--- config.mk ---
export PLATFORM = sky130hd
export DESIGN_NAME = iq_sample_sequencer_flat
export DESIGN_NICKNAME = d
export VERILOG_FILES = /design/src/rtl/demod_pkg.sv /design/src/rtl/iq_sample_sequencer_if.sv /design/src/rtl/iq_sample_sequencer_skew.sv /design/src/rtl/iq_sample_sequencer.sv /design/src/flat_wrapper.sv
export SDC_FILE = /design/constraint.sdc
export NUM_CORES = 1
export LEC_CHECK = 0
export CAP_MARGIN = 20
export CORE_MARGIN = 4
export CORE_UTILIZATION = 49
export DETAILED_ROUTE_END_ITERATION = 12
export PLACE_DENSITY = 0.81
export SYNTH_ARGS = -nofsm -noshare
export SYNTH_HDL_FRONTEND = slang
export SYNTH_HIERARCHICAL = 1
export SYNTH_SLANG_ARGS = --single-unit
--- constraint.sdc ---
create_clock -name clock -period 3.3 [get_ports clock]
set_input_delay 0.495 -clock clock [delete_from_list [all_inputs] [get_ports clock]]
set_output_delay 0.495 -clock clock [all_outputs]
set_load 0.01 [all_outputs]
--- src/rtl/demod_pkg.sv ---
// Shared types and defaults for the I/Q sample sequencer.
// The state enumeration, default widths/limits and a small helper used by the
// skew monitor live here.
package demod_pkg;

    typedef enum logic [1:0] {
        IDLE  = 2'd0,
        RUN   = 2'd1,
        DRAIN = 2'd2,
        DONE  = 2'd3
    } seq_state_t;

    localparam int DEF_DATA_WIDTH  = 32;
    localparam int DEF_COUNT_WIDTH = 20;
    localparam int DEF_SKEW_LIMIT  = 16;

    // True when exactly one of the two FIFOs is empty (one stream ahead).
    function automatic logic is_one_sided(input logic a_empty, input logic b_empty);
        return a_empty ^ b_empty;
    endfunction

endpackage

--- src/rtl/iq_sample_sequencer_if.sv ---
// Valid/ready handshake carrying a paired I/Q sample to the demod core.
// master = sequencer side (drives the pair), slave = demod side (drives ready).
interface iq_sample_sequencer_if #(
    parameter int DATA_WIDTH = demod_pkg::DEF_DATA_WIDTH
);
    logic                  dm_valid;
    logic [DATA_WIDTH-1:0] dm_i;
    logic [DATA_WIDTH-1:0] dm_q;
    logic                  dm_ready;

    modport master (
        output dm_valid,
        output dm_i,
        output dm_q,
        input  dm_ready
    );

    modport slave (
        input  dm_valid,
        input  dm_i,
        input  dm_q,
        output dm_ready
    );
endinterface

--- src/rtl/iq_sample_sequencer_skew.sv ---
// iq_skew_monitor: counts consecutive RUN cycles in which exactly one of the
// I/Q FIFOs holds data, and raises a sticky skew flag once that run length
// reaches SKEW_LIMIT. Cleared by an accepted start or by reset.
module iq_skew_monitor
    import demod_pkg::*;
#(
    parameter int SKEW_LIMIT = DEF_SKEW_LIMIT
) (
    input  logic clock,
    input  logic reset,
    input  logic clear,
    input  logic active,
    input  logic i_empty,
    input  logic q_empty,
    output logic skew_err
);
    localparam int CNT_W = $clog2(SKEW_LIMIT + 1);
    localparam logic [CNT_W-1:0] CNT_MAX  = CNT_W'(SKEW_LIMIT);
    localparam logic [CNT_W-1:0] CNT_LAST = CNT_W'(SKEW_LIMIT - 1);
    localparam logic [CNT_W-1:0] CNT_ONE  = CNT_W'(1);

    logic [CNT_W-1:0] run_cnt_r;
    logic             skew_err_r;

    assign skew_err = skew_err_r;

    // One-sided-empty run counter (saturating) and sticky flag.
    always_ff @(posedge clock or negedge reset) begin
        if (!reset) begin
            run_cnt_r  <= {CNT_W{1'b0}};
            skew_err_r <= 1'b0;
        end else if (clear) begin
            run_cnt_r  <= {CNT_W{1'b0}};
            skew_err_r <= 1'b0;
        end else if (!active) begin
            run_cnt_r  <= {CNT_W{1'b0}};
        end else if (is_one_sided(i_empty, q_empty)) begin
            if (run_cnt_r != CNT_MAX) begin
                run_cnt_r <= run_cnt_r + CNT_ONE;
            end
            if (run_cnt_r == CNT_LAST) begin
                skew_err_r <= 1'b1;
            end
        end else begin
            run_cnt_r <= {CNT_W{1'b0}};
        end
    end
endmodule

--- src/rtl/iq_sample_sequencer.sv ---
// iq_sample_sequencer: pops the I and Q FWFT FIFOs in lockstep, presents the
// pairs to the demod over a valid/ready handshake, counts a programmed frame
// and reports done.
// Optional build macro IQ_SKEW_CHECK_EN adds the one-sided-empty skew monitor;
// without it skew_err is constant 0.
module iq_sample_sequencer
    import demod_pkg::*;
#(
    parameter int DATA_WIDTH  = DEF_DATA_WIDTH,
    parameter int COUNT_WIDTH = DEF_COUNT_WIDTH,
    parameter int SKEW_LIMIT  = DEF_SKEW_LIMIT
) (
    input  logic                   clock,
    input  logic                   reset,
    input  logic                   start,
    input  logic [COUNT_WIDTH-1:0] num_samples,
    input  logic                   i_empty,
    input  logic [DATA_WIDTH-1:0]  i_dout,
    output logic                   i_rd_en,
    input  logic                   q_empty,
    input  logic [DATA_WIDTH-1:0]  q_dout,
    output logic                   q_rd_en,
    iq_sample_sequencer_if.master  dm,
    output logic                   busy,
    output logic                   done,
    output logic [COUNT_WIDTH-1:0] sample_count,
    output logic                   skew_err
);
    localparam logic [COUNT_WIDTH-1:0] CNT_ZERO = {COUNT_WIDTH{1'b0}};
    localparam logic [COUNT_WIDTH-1:0] CNT_ONE  = COUNT_WIDTH'(1);

    seq_state_t             state_r;
    logic [COUNT_WIDTH-1:0] frame_len_r;
    logic [COUNT_WIDTH-1:0] issued_r;
    logic [COUNT_WIDTH-1:0] sample_count_r;
    logic                   dm_valid_r;
    logic [DATA_WIDTH-1:0]  dm_i_r;
    logic [DATA_WIDTH-1:0]  dm_q_r;
    logic                   busy_r;
    logic                   done_r;

    logic                   accept_s;
    logic                   pop_s;
    logic [COUNT_WIDTH-1:0] issued_next_s;

    assign accept_s      = dm_valid_r && dm.dm_ready;
    assign issued_next_s = issued_r + CNT_ONE;

    // A pop needs both heads present, frame budget left, and the output
    // register free or being emptied this very cycle (no bubble).
    assign pop_s = (state_r == RUN) && !i_empty && !q_empty &&
                   (issued_r < frame_len_r) && (!dm_valid_r || dm.dm_ready);

    assign i_rd_en      = pop_s;
    assign q_rd_en      = pop_s;
    assign dm.dm_valid  = dm_valid_r;
    assign dm.dm_i      = dm_i_r;
    assign dm.dm_q      = dm_q_r;
    assign busy         = busy_r;
    assign done         = done_r;
    assign sample_count = sample_count_r;

    // Frame sequencer: state, output pair register, counters and status flags.
    always_ff @(posedge clock or negedge reset) begin
        if (!reset) begin
            state_r        <= IDLE;
            frame_len_r    <= CNT_ZERO;
            issued_r       <= CNT_ZERO;
            sample_count_r <= CNT_ZERO;
            dm_valid_r     <= 1'b0;
            dm_i_r         <= {DATA_WIDTH{1'b0}};
            dm_q_r         <= {DATA_WIDTH{1'b0}};
            busy_r         <= 1'b0;
            done_r         <= 1'b0;
        end else begin
            if (accept_s) begin
                sample_count_r <= sample_count_r + CNT_ONE;
            end
            case (state_r)
                IDLE, DONE: begin
                    if (start) begin
                        frame_len_r    <= num_samples;
                        issued_r       <= CNT_ZERO;
                        sample_count_r <= CNT_ZERO;
                        if (num_samples == CNT_ZERO) begin
                            state_r <= DONE;
                            busy_r  <= 1'b0;
                            done_r  <= 1'b1;
                        end else begin
                            state_r <= RUN;
                            busy_r  <= 1'b1;
                            done_r  <= 1'b0;
                        end
                    end
                end
                RUN: begin
                    if (pop_s) begin
                        dm_i_r     <= i_dout;
                        dm_q_r     <= q_dout;
                        dm_valid_r <= 1'b1;
                        issued_r   <= issued_next_s;
                        if (issued_next_s == frame_len_r) begin
                            state_r <= DRAIN;
                        end
                    end else if (accept_s) begin
                        dm_valid_r <= 1'b0;
                    end
                end
                DRAIN: begin
                    // The last pair is always pending here; its handshake ends the frame.
                    if (accept_s) begin
                        dm_valid_r <= 1'b0;
                        state_r    <= DONE;
                        busy_r     <= 1'b0;
                        done_r     <= 1'b1;
                    end
                end
                default: begin
                    state_r    <= IDLE;
                    dm_valid_r <= 1'b0;
                    busy_r     <= 1'b0;
                    done_r     <= 1'b0;
                end
            endcase
        end
    end

`ifdef IQ_SKEW_CHECK_EN
    logic start_ok_s;
    assign start_ok_s = start && ((state_r == IDLE) || (state_r == DONE));

    iq_skew_monitor #(
        .SKEW_LIMIT (SKEW_LIMIT)
    ) u_skew_monitor (
        .clock    (clock),
        .reset    (reset),
        .clear    (start_ok_s),
        .active   (state_r == RUN),
        .i_empty  (i_empty),
        .q_empty  (q_empty),
        .skew_err (skew_err)
    );
`else
    // SKEW_LIMIT is never negative, so this is a constant 0.
    assign skew_err = (SKEW_LIMIT < 0) ? 1'b1 : 1'b0;
`endif

endmodule

--- src/flat_wrapper.sv ---
// flat-port wrapper written by rule: the top's interface ports become plain ports
module iq_sample_sequencer_flat import demod_pkg::*;
#(
    parameter int DATA_WIDTH  = DEF_DATA_WIDTH,
    parameter int COUNT_WIDTH = DEF_COUNT_WIDTH,
    parameter int SKEW_LIMIT  = DEF_SKEW_LIMIT
)
  (clock, reset, start, num_samples, i_empty, i_dout, i_rd_en, q_empty, q_dout, q_rd_en, busy, done, sample_count, skew_err, dm_dm_valid, dm_dm_i, dm_dm_q, dm_dm_ready);
  iq_sample_sequencer_if #(.DATA_WIDTH(DATA_WIDTH)) dm_i ();
  input  logic clock;
  input  logic reset;
  input  logic start;
  input  logic [COUNT_WIDTH-1:0] num_samples;
  input  logic i_empty;
  input  logic [DATA_WIDTH-1:0] i_dout;
  output logic i_rd_en;
  input  logic q_empty;
  input  logic [DATA_WIDTH-1:0] q_dout;
  output logic q_rd_en;
  output logic busy;
  output logic done;
  output logic [COUNT_WIDTH-1:0] sample_count;
  output logic skew_err;
  output wire logic [$bits(dm_i.dm_valid)-1:0] dm_dm_valid;
  output wire logic [$bits(dm_i.dm_i)-1:0] dm_dm_i;
  output wire logic [$bits(dm_i.dm_q)-1:0] dm_dm_q;
  input wire logic [$bits(dm_i.dm_ready)-1:0] dm_dm_ready;
  assign dm_dm_valid = dm_i.dm_valid;
  assign dm_dm_i = dm_i.dm_i;
  assign dm_dm_q = dm_i.dm_q;
  assign dm_i.dm_ready = dm_dm_ready;
  iq_sample_sequencer #(.DATA_WIDTH(DATA_WIDTH), .COUNT_WIDTH(COUNT_WIDTH), .SKEW_LIMIT(SKEW_LIMIT)) u_core (.clock(clock), .reset(reset), .start(start), .num_samples(num_samples), .i_empty(i_empty), .i_dout(i_dout), .i_rd_en(i_rd_en), .q_empty(q_empty), .q_dout(q_dout), .q_rd_en(q_rd_en), .dm(dm_i), .busy(busy), .done(done), .sample_count(sample_count), .skew_err(skew_err));
endmodule
==> load_flow_metrics.sql, run 1 <==
INSERT INTO impl_metrics (metric_group, metric, value, unit) VALUES
('clock_network', 'numCtsBuffers', '17', ''),
('critical_path', 'critPathLaunch', 'u_core/issued_r[18]', ''),
('finish', 'final_cell_area', '9170', 'µm²'),
('place', 'placed_area', '8510', 'µm²'),
('critical_path', 'regToRegEndpoint', 'u_core/state_r[1]', ''),
('critical_path', 'cp_data_arrival_time', '2730', 'ps'),
('logic_synthesis', 'mappedNetlistArea', '6520', 'µm²'),
('drt', 'drt_first_pass_iters', '5', ''),
('power_and_ir_drop', 'static-leakage-power', '0.00429', 'µW'),
('grt', 'number_of_global_route_vias_before_repair', '5714', ''),
('grt', 'pin_count_of_the_biggest_net_entering_global_routing', '73', ''),
('drt', 'initialDrtViolationCount', '554', ''),
('critical_path', 'setup.reg_to_reg.worst_slack', '190', 'ps'),
('die', 'core_area', '12800', 'µm²'),
('critical_path', 'critical_path.max_fanout', '8', ''),
('sta', 'final.period_utilization', '97.8', '%'),
('grt', 'initial_antenna_violation_count', '0', ''),
('logic_synthesis', 'synth.lib_cells_used.distinct', '58', ''),
('place', 'placement.io_buffers', '178', ''),
('sta', 'worstMarginPinSlew', '715', 'ps'),
('drt', 'vias', '5893', ''),
('clock_network', 'cts_max_path_buffers', '2', ''),
('logic_synthesis', 'synth_async_sr_flop_share', '100', '%'),
('clock_network', 'cts-htree-levels', '4', ''),
('status', 'run_status', 'finished clean', ''),
('power_and_ir_drop', 'power_density', '794', 'nW/µm²'),
('logic_synthesis', 'post_synth_main_area_contributors', 'sky130_fd_sc_hd__dfrtp_1, sky130_fd_sc_hd__nand2_1, sky130_fd_sc_hd__ha_1, sky130_fd_sc_hd__o21ai_0, sky130_fd_sc_hd__xnor2_1', ''),
('sta', 'timing.setup.tns', '0', 'ps'),
('sta', 'fmax', '310', 'MHz'),
('drt', 'post-route-drc-count', '0', ''),
('finish', 'antenna_cells', '0', ''),
('sta', 'slew_headroom', '52.4', '%'),
('place', 'dp_slack', '105', 'ps'),
('die', 'die_h', '123', 'µm'),
('critical_path', 'worst_r2r_path_depth', '9', ''),
('finish', 'drive_above_1_share', '7.73', '%'),
('place', 'dp.final_hpwl', '12800', 'µm'),
('critical_path', 'worst_setup_path_endpoint', 'q_rd_en', ''),
('clock_network', 'clkSinkCount', '129', ''),
('clock_network', 'tritoncts', 'built', ''),
('logic_synthesis', 'synth_top_area_share', '49.5', '%'),
('die', 'initial_core_util', '50.9', '%'),
('die', 'die_width', '123', 'µm'),
('logic_synthesis', 'ys_warn_count', '6', ''),
('grt', 'track_usage', '24.7', '%'),
('logic_synthesis', 'yosys.cell_count.top_type', 'sky130_fd_sc_hd__nand2_1', ''),
('logic_synthesis', 'synthTopCellsByCount', 'sky130_fd_sc_hd__nand2_1, sky130_fd_sc_hd__dfrtp_1, sky130_fd_sc_hd__o21ai_0', ''),
('grt', 'first_pass_grt_wire_length', '28900', 'µm'),
('critical_path', 'critical_path_class', 'register to primary output', ''),
('critical_path', 'cp_data_required_time', '2800', 'ps'),
('sta', 'min_period', '3230', 'ps'),
('die', 'num_rows', '41', ''),
('die', 'design.die.area', '15200', 'µm²'),
('drt', 'vias_per_cell', '5.34', ''),
('sta', 'worst_slack', '73.0', 'ps'),
('logic_synthesis', 'gate_count_post_synth', '737', ''),
('worst_hold_path', 'worst_min_delay_path_class', 'input pin to async pin', ''),
('power_and_ir_drop', 'peakVddDrop', '0.000538', 'V'),
('logic_synthesis', 'synth.yosys.seq_area_share', '49.5', '%'),
('sta', 'hold_slack', '449', 'ps'),
('flow_run', 'timing.max_cap.violations', '0', ''),
('logic_synthesis', 'yosys.area.top_type', 'sky130_fd_sc_hd__dfrtp_1', ''),
('critical_path', 'start_kind', 'register', ''),
('logic_synthesis', 'syn-num-nets', '852', ''),
('grt', 'gr-total-overflow', '0', ''),
('critical_path', 'crit-reg2reg-launch', 'u_core/issued_r[0]', ''),
('clock_network', 'worstSkewPairLatency', '410', 'ps'),
('sta', 'final-hold-violation-count', '0', ''),
('drt', 'antenna_violating_nets_post_route', '0', ''),
('logic_synthesis', 'postSynthAreaPerCell', '8.85', 'µm²'),
('logic_synthesis', 'number_of_enable_type_register_cells_in_the_synthesized_netlist', '0', '');
==> worst min-delay path by stage <==
stage                     start           endpoint  slack [ps]  cells past startpoint
final                     reset  u_core/dm.dm_i[0]         450                      2
after global placement    reset  u_core/dm.dm_i[0]         320                      1
after detailed placement  reset  u_core/dm.dm_i[0]         320                      1
after floorplan           reset        u_core/busy         200                      0
after global routing      reset  u_core/dm.dm_i[0]         440                      2
after CTS                 reset  u_core/dm.dm_i[0]         440                      2
==> cell families (layout without fill, tap and decap cells) <==
group | after synthesis | count (layout) | synth area share, %
AND/OR/NAND/NOR | 367 | 367 | 24.9
flip-flops | 129 | 129 | 49.5
AO/OA/AOI/OAI | 106 | 106 | 10.1
buffers and inverters | 62 | 257 | 4.10
XOR/XNOR | 41 | 41 | 5.50
adder cells (fa/ha/maj) | 25 | 25 | 4.79
multiplexers | 6 | 6 | 1.02
other | 1 | 1 | 0.0575
==> layer usage <==
metal / share of wire [%] / global-route usage (%) / wire (µm) / vias up
li1: - / - / - / 2822
met1: 40 / 30.9 / 7440 / 2810
met2: 49 / 39.7 / 9170 / 236
met3: 8.5 / 9.61 / 1580 / 25
met4: 2.1 / 7.40 / 383 / 0
met5: 0 / 0 / 0 / -
==> timing repair <==
item | CTS | global route
hold endpoints to repair | 6 | 0
endpoints found under the setup margin | 2 | 3
hold buffers | 1 | 0
pin swaps | 0 | 2
resized for setup | 6 | 4
buffers inserted | 0 | 2
==> flip-flops by register name, summed over array words and instances (netlist names) <==
register             cells
u_core/busy              1
u_core/issued_r         20
u_core/dm.dm_valid       1
u_core/dm.dm_q          32
u_core/dm.dm_i          32
u_core/state_r           2
u_core/sample_count     20
u_core/done              1
u_core/frame_len_r      20
==> metrics by stage <==
step	utilization [%]	std cells	power, µW
floorplan	-	737	3930
global route	71.5	1104	7730
finish	71.5	1104	7280
global placement	66.4	1070	5270
detailed placement	66.4	1070	5330
CTS	71.2	1102	7290
==> power breakdown <==
part           switching (µW)  leakage (µW)  total (µW)  internal (µW)
registers                 350       0.00166        2470           2120
clock network             675      0.000293        1900           1220
logic                    1520       0.00234        2910           1390
==> final cells by class <==
type                       count  area (µm²)
clock buffer                  21         460
clock inverter                10         135
fill                         937        3660
inverter                      28         105
multi-input combinational    546        3070
sequential                   129        3230
tap                          172         215
timing repair buffer         198        1950
==> placed cells by master, fill, tap and decap left out, types with 4 or more instances in the layout <==
cell type	count
sky130_fd_sc_hd__ha_1	25
sky130_fd_sc_hd__inv_1	27
sky130_fd_sc_hd__buf_4	18
sky130_fd_sc_hd__o31ai_1	8
sky130_fd_sc_hd__nor2_1	41
sky130_fd_sc_hd__mux2i_1	4
sky130_fd_sc_hd__dfrtp_1	126
sky130_fd_sc_hd__clkdlybuf4s50_1	175
sky130_fd_sc_hd__nor4_1	6
sky130_fd_sc_hd__a211oi_1	4
sky130_fd_sc_hd__and4_1	4
sky130_fd_sc_hd__clkbuf_16	17
sky130_fd_sc_hd__xor2_1	20
sky130_fd_sc_hd__o21ai_0	50
sky130_fd_sc_hd__clkinv_2	4
sky130_fd_sc_hd__nand4_1	9
sky130_fd_sc_hd__nor2b_1	8
sky130_fd_sc_hd__nand3_1	23
sky130_fd_sc_hd__nor3_1	5
sky130_fd_sc_hd__o41ai_1	6
sky130_fd_sc_hd__nand2_1	240
sky130_fd_sc_hd__xnor2_1	21
sky130_fd_sc_hd__a21oi_1	14
sky130_fd_sc_hd__and3_1	9
==> worst max-delay path, cell delays in order (launching register included) <==
cell and delay [ps]:
sky130_fd_sc_hd__dfrtp_2 450, sky130_fd_sc_hd__ha_1 310, sky130_fd_sc_hd__nand4_1 160, sky130_fd_sc_hd__or4_4 590, sky130_fd_sc_hd__a21oi_4 200, sky130_fd_sc_hd__a2111oi_4 80
sky130_fd_sc_hd__nand2_2 140, sky130_fd_sc_hd__inv_2 90, sky130_fd_sc_hd__dlygate4sd2_1 300
Note: power is estimated with default switching activity, not from simulation.
==> inputs of run 2 (changes only) <==
--- a/config.mk
+++ b/config.mk
@@ -9,7 +9,9 @@
 export CORE_MARGIN = 4
 export CORE_UTILIZATION = 49
 export DETAILED_ROUTE_END_ITERATION = 12
+export HOLD_SLACK_MARGIN = 0.03
 export PLACE_DENSITY = 0.81
+export SKIP_LAST_GASP = 1
 export SYNTH_ARGS = -nofsm -noshare
 export SYNTH_HDL_FRONTEND = slang
 export SYNTH_HIERARCHICAL = 1
==> results of run 2 <==
Final layout, timing and power as in run 1 (identical DEF).
==> edit, RTL diff (flow settings as in run 2) <==
Change the package constant `DEF_DATA_WIDTH` from 32 to 64.
--- a/src/rtl/demod_pkg.sv
+++ b/src/rtl/demod_pkg.sv
@@ -12,3 +12,3 @@
 
-    localparam int DEF_DATA_WIDTH  = 32;
+    localparam int DEF_DATA_WIDTH  = 64;
     localparam int DEF_COUNT_WIDTH = 20;
Ports: changed (resized dm_dm_i, dm_dm_q, i_dout and q_dout); port bits go from 180 to 308. The function was not compared with the original's and may differ.
==> edit against run 2 <==
Total power grew 42%; first-iteration DRC count shrank 2.2%; synthesized area grew 36%; wire length grew 45%; critical endpoint is now i_rd_en; sequential power grew 54%; sequential cell count grew 64; via count grew 38%; synthesized cell count grew 37%; setup slack gained 0.033 ns; combinational power grew 59%; cell area grew 42%.
==> edit: results (changes against run 2) <==
<table>
<tr><th>Metric</th><th>Value</th></tr>
<tr><th colspan="2">Placed design</th></tr>
<tr><td>Post-detail-place hpwl</td><td>19840 µm (+55%)</td></tr>
<tr><td>Placer's final routability congestion estimate</td><td>0.8403 (-7.3%)</td></tr>
<tr><td>Cell Count Post-Placement</td><td>1541 (+44%)</td></tr>
<tr><td>Port Buffers</td><td>306 (+72%)</td></tr>
<tr><th colspan="2">Global routing</th></tr>
<tr><td>Global-route wire length before repair</td><td>41950 µm (+45%)</td></tr>
<tr><td>Global-route usage over all layers</td><td>26.03% (+1.4 points)</td></tr>
<tr><td>Pin count of the biggest net entering global routing</td><td>110 (+51%)</td></tr>
<tr><td>Number of global-route vias before repair</td><td>8179 (+43%)</td></tr>
<tr><th colspan="2">Worst setup path</th></tr>
<tr><td>Delay contributed by the slowest stage of the critical path</td><td>0.57 ns (-0.02 ns)</td></tr>
<tr><td>Setup slack of the most critical reg-to-reg path</td><td>0.22 ns (+0.03 ns)</td></tr>
<tr><td>Worst-path maximum fanout</td><td>4 (-4)</td></tr>
<tr><td>Critical Path AT</td><td>2.70 ns (-0.03 ns)</td></tr>
<tr><th colspan="2">Yosys</th></tr>
<tr><td>Number of synthesized flops with an enable pin</td><td>0 (unchanged)</td></tr>
<tr><td>Share of the yosys chip area belonging to registers</td><td>54.27% (+4.8 points)</td></tr>
<tr><td>Gate count of the mapped netlist</td><td>1007 (+37%)</td></tr>
<tr><td>Post-Syn Nets</td><td>1186 (+39%)</td></tr>
<tr><td>Main area contributors after synthesis</td><td>sky130_fd_sc_hd__dfrtp_1, sky130_fd_sc_hd__nand2_1, sky130_fd_sc_hd__ha_1</td></tr>
<tr><td>Share of Yosys cell area claimed by the top area cell type</td><td>54.27% (+4.8 points)</td></tr>
<tr><td>List of most frequent post-synthesis cells</td><td>sky130_fd_sc_hd__nand2_1, sky130_fd_sc_hd__dfrtp_1, sky130_fd_sc_hd__o21ai_0</td></tr>
<tr><th colspan="2">Power</th></tr>
<tr><td>Worst supply voltage drop on vdd</td><td>0.4837 mV (-10%)</td></tr>
<tr><td>LEAKAGE</td><td>6.208 nW (+45%)</td></tr>
<tr><th colspan="2">Drt</th></tr>
<tr><td>Number of iterations in the first detailed-routing pass</td><td>5 (unchanged)</td></tr>
<tr><td>Detailed-route vias per instance</td><td>5.172 (-3.1%)</td></tr>
<tr><td>Total Wirelength</td><td>26910 µm (+45%)</td></tr>
<tr><td>DR vias</td><td>8130 (+38%)</td></tr>
<tr><th colspan="2">Status</th></tr>
<tr><td>Result of the run</td><td>finished, final reports clean</td></tr>
<tr><th colspan="2">Clock network</th></tr>
<tr><td>Worst skew pair latency</td><td>0.43 ns (+0.02 ns)</td></tr>
<tr><th colspan="2">Final layout</th></tr>
<tr><td>Share of post-route cells with drive strength above 1</td><td>7.372% (-0.35 points)</td></tr>
<tr><th colspan="2">STA</th></tr>
<tr><td>Worst clock skew</td><td>0.01046 ns (-0.0001246 ns)</td></tr>
</table>
==> edit: per-stage QoR <==
step	instance area [µm²]	worst slack, ns
after detailed placement	12430	-0.1508
final	12990	0.1060
after global routing	12990	0.004446
after global placement	12430	-0.03984
after floorplan	8899	0.3776
after CTS	12950	0.05128
==> edit: what timing repair did <==
item	4_1_cts	5_1_grt
pin swaps	0	2
hold buffers	0	0
setup endpoints to repair	73	74
gates resized for setup	4	5
buffers inserted	0	2
cloned	0	0
==> edit: kinds of logic (layout without fill, tap and decap cells) <==
family / count (synthesis) / in the layout / synth area share [%]
AND/OR/NAND/NOR: 559 / 559 / 26.38
flip-flops: 193 / 193 / 54.27
AO/OA/AOI/OAI: 106 / 106 / 7.410
buffers and inverters: 76 / 412 / 3.599
XOR/XNOR: 41 / 41 / 4.035
adder cells (fa/ha/maj): 25 / 25 / 3.515
multiplexers: 6 / 6 / 0.7452
other: 1 / 1 / 0.04214
==> edit: path summary, 6_finish.rpt <==
path	from	depth (start not counted)	to
max in group asynchronous	reset	2	u_core/dm.dm_i[17]$_DFFE_PN0P_
max	u_core/frame_len_r[16]$_DFFE_PN0P_	10	i_rd_en
min	reset	1	u_core/issued_r[7]$_DFFE_PN0P_
min reg2reg	u_core/dm.dm_q[13]$_DFFE_PN0P_	2	u_core/dm.dm_q[13]$_DFFE_PN0P_
min in group clock	u_core/dm.dm_q[13]$_DFFE_PN0P_	2	u_core/dm.dm_q[13]$_DFFE_PN0P_
max reg2reg	u_core/issued_r[0]$_DFFE_PN0P_	9	u_core/state_r[1]$_DFFE_PN0P_
==> edit: critical path: cells and delay by family, from the launching register on <==
kind                     cells  cell delay (ns)
adder cells (fa/ha/maj)      1             0.31
buffers and inverters        4             0.59
flip-flops                   1             0.35
AND/OR/NAND/NOR              3             0.82
AO/OA/AOI/OAI                2             0.19
==> edit: where the power goes <==
group / leakage [nW] / internal, W / total (W) / switching, W
clock network: 0.246 / 0.000983 / 0.00189 / 0.000909
registers: 2.46 / 0.00326 / 0.00380 / 0.000536
logic: 3.50 / 0.00233 / 0.00462 / 0.00229
total: 6.21 / 0.00657 / 0.0103 / 0.00373
==> edit: layout make-up <==
class | instances | area [µm²]
clock buffer | 19 | 442.9
clock inverter | 10 | 81.33
fill | 1348 | 4913
inverter | 28 | 107.6
multi-input combinational | 738 | 3772
sequential | 193 | 4830
tap | 229 | 286.5
timing repair buffer | 355 | 3468
==> edit: metal layers <==
layer	wire [µm]	global-route usage, %	up-vias
met5	0	0	-
met4	1214	11.21	0
met3	2023	5.928	71
met2	12970	43.27	334
met1	10700	32.83	3809
li1	-	-	3916
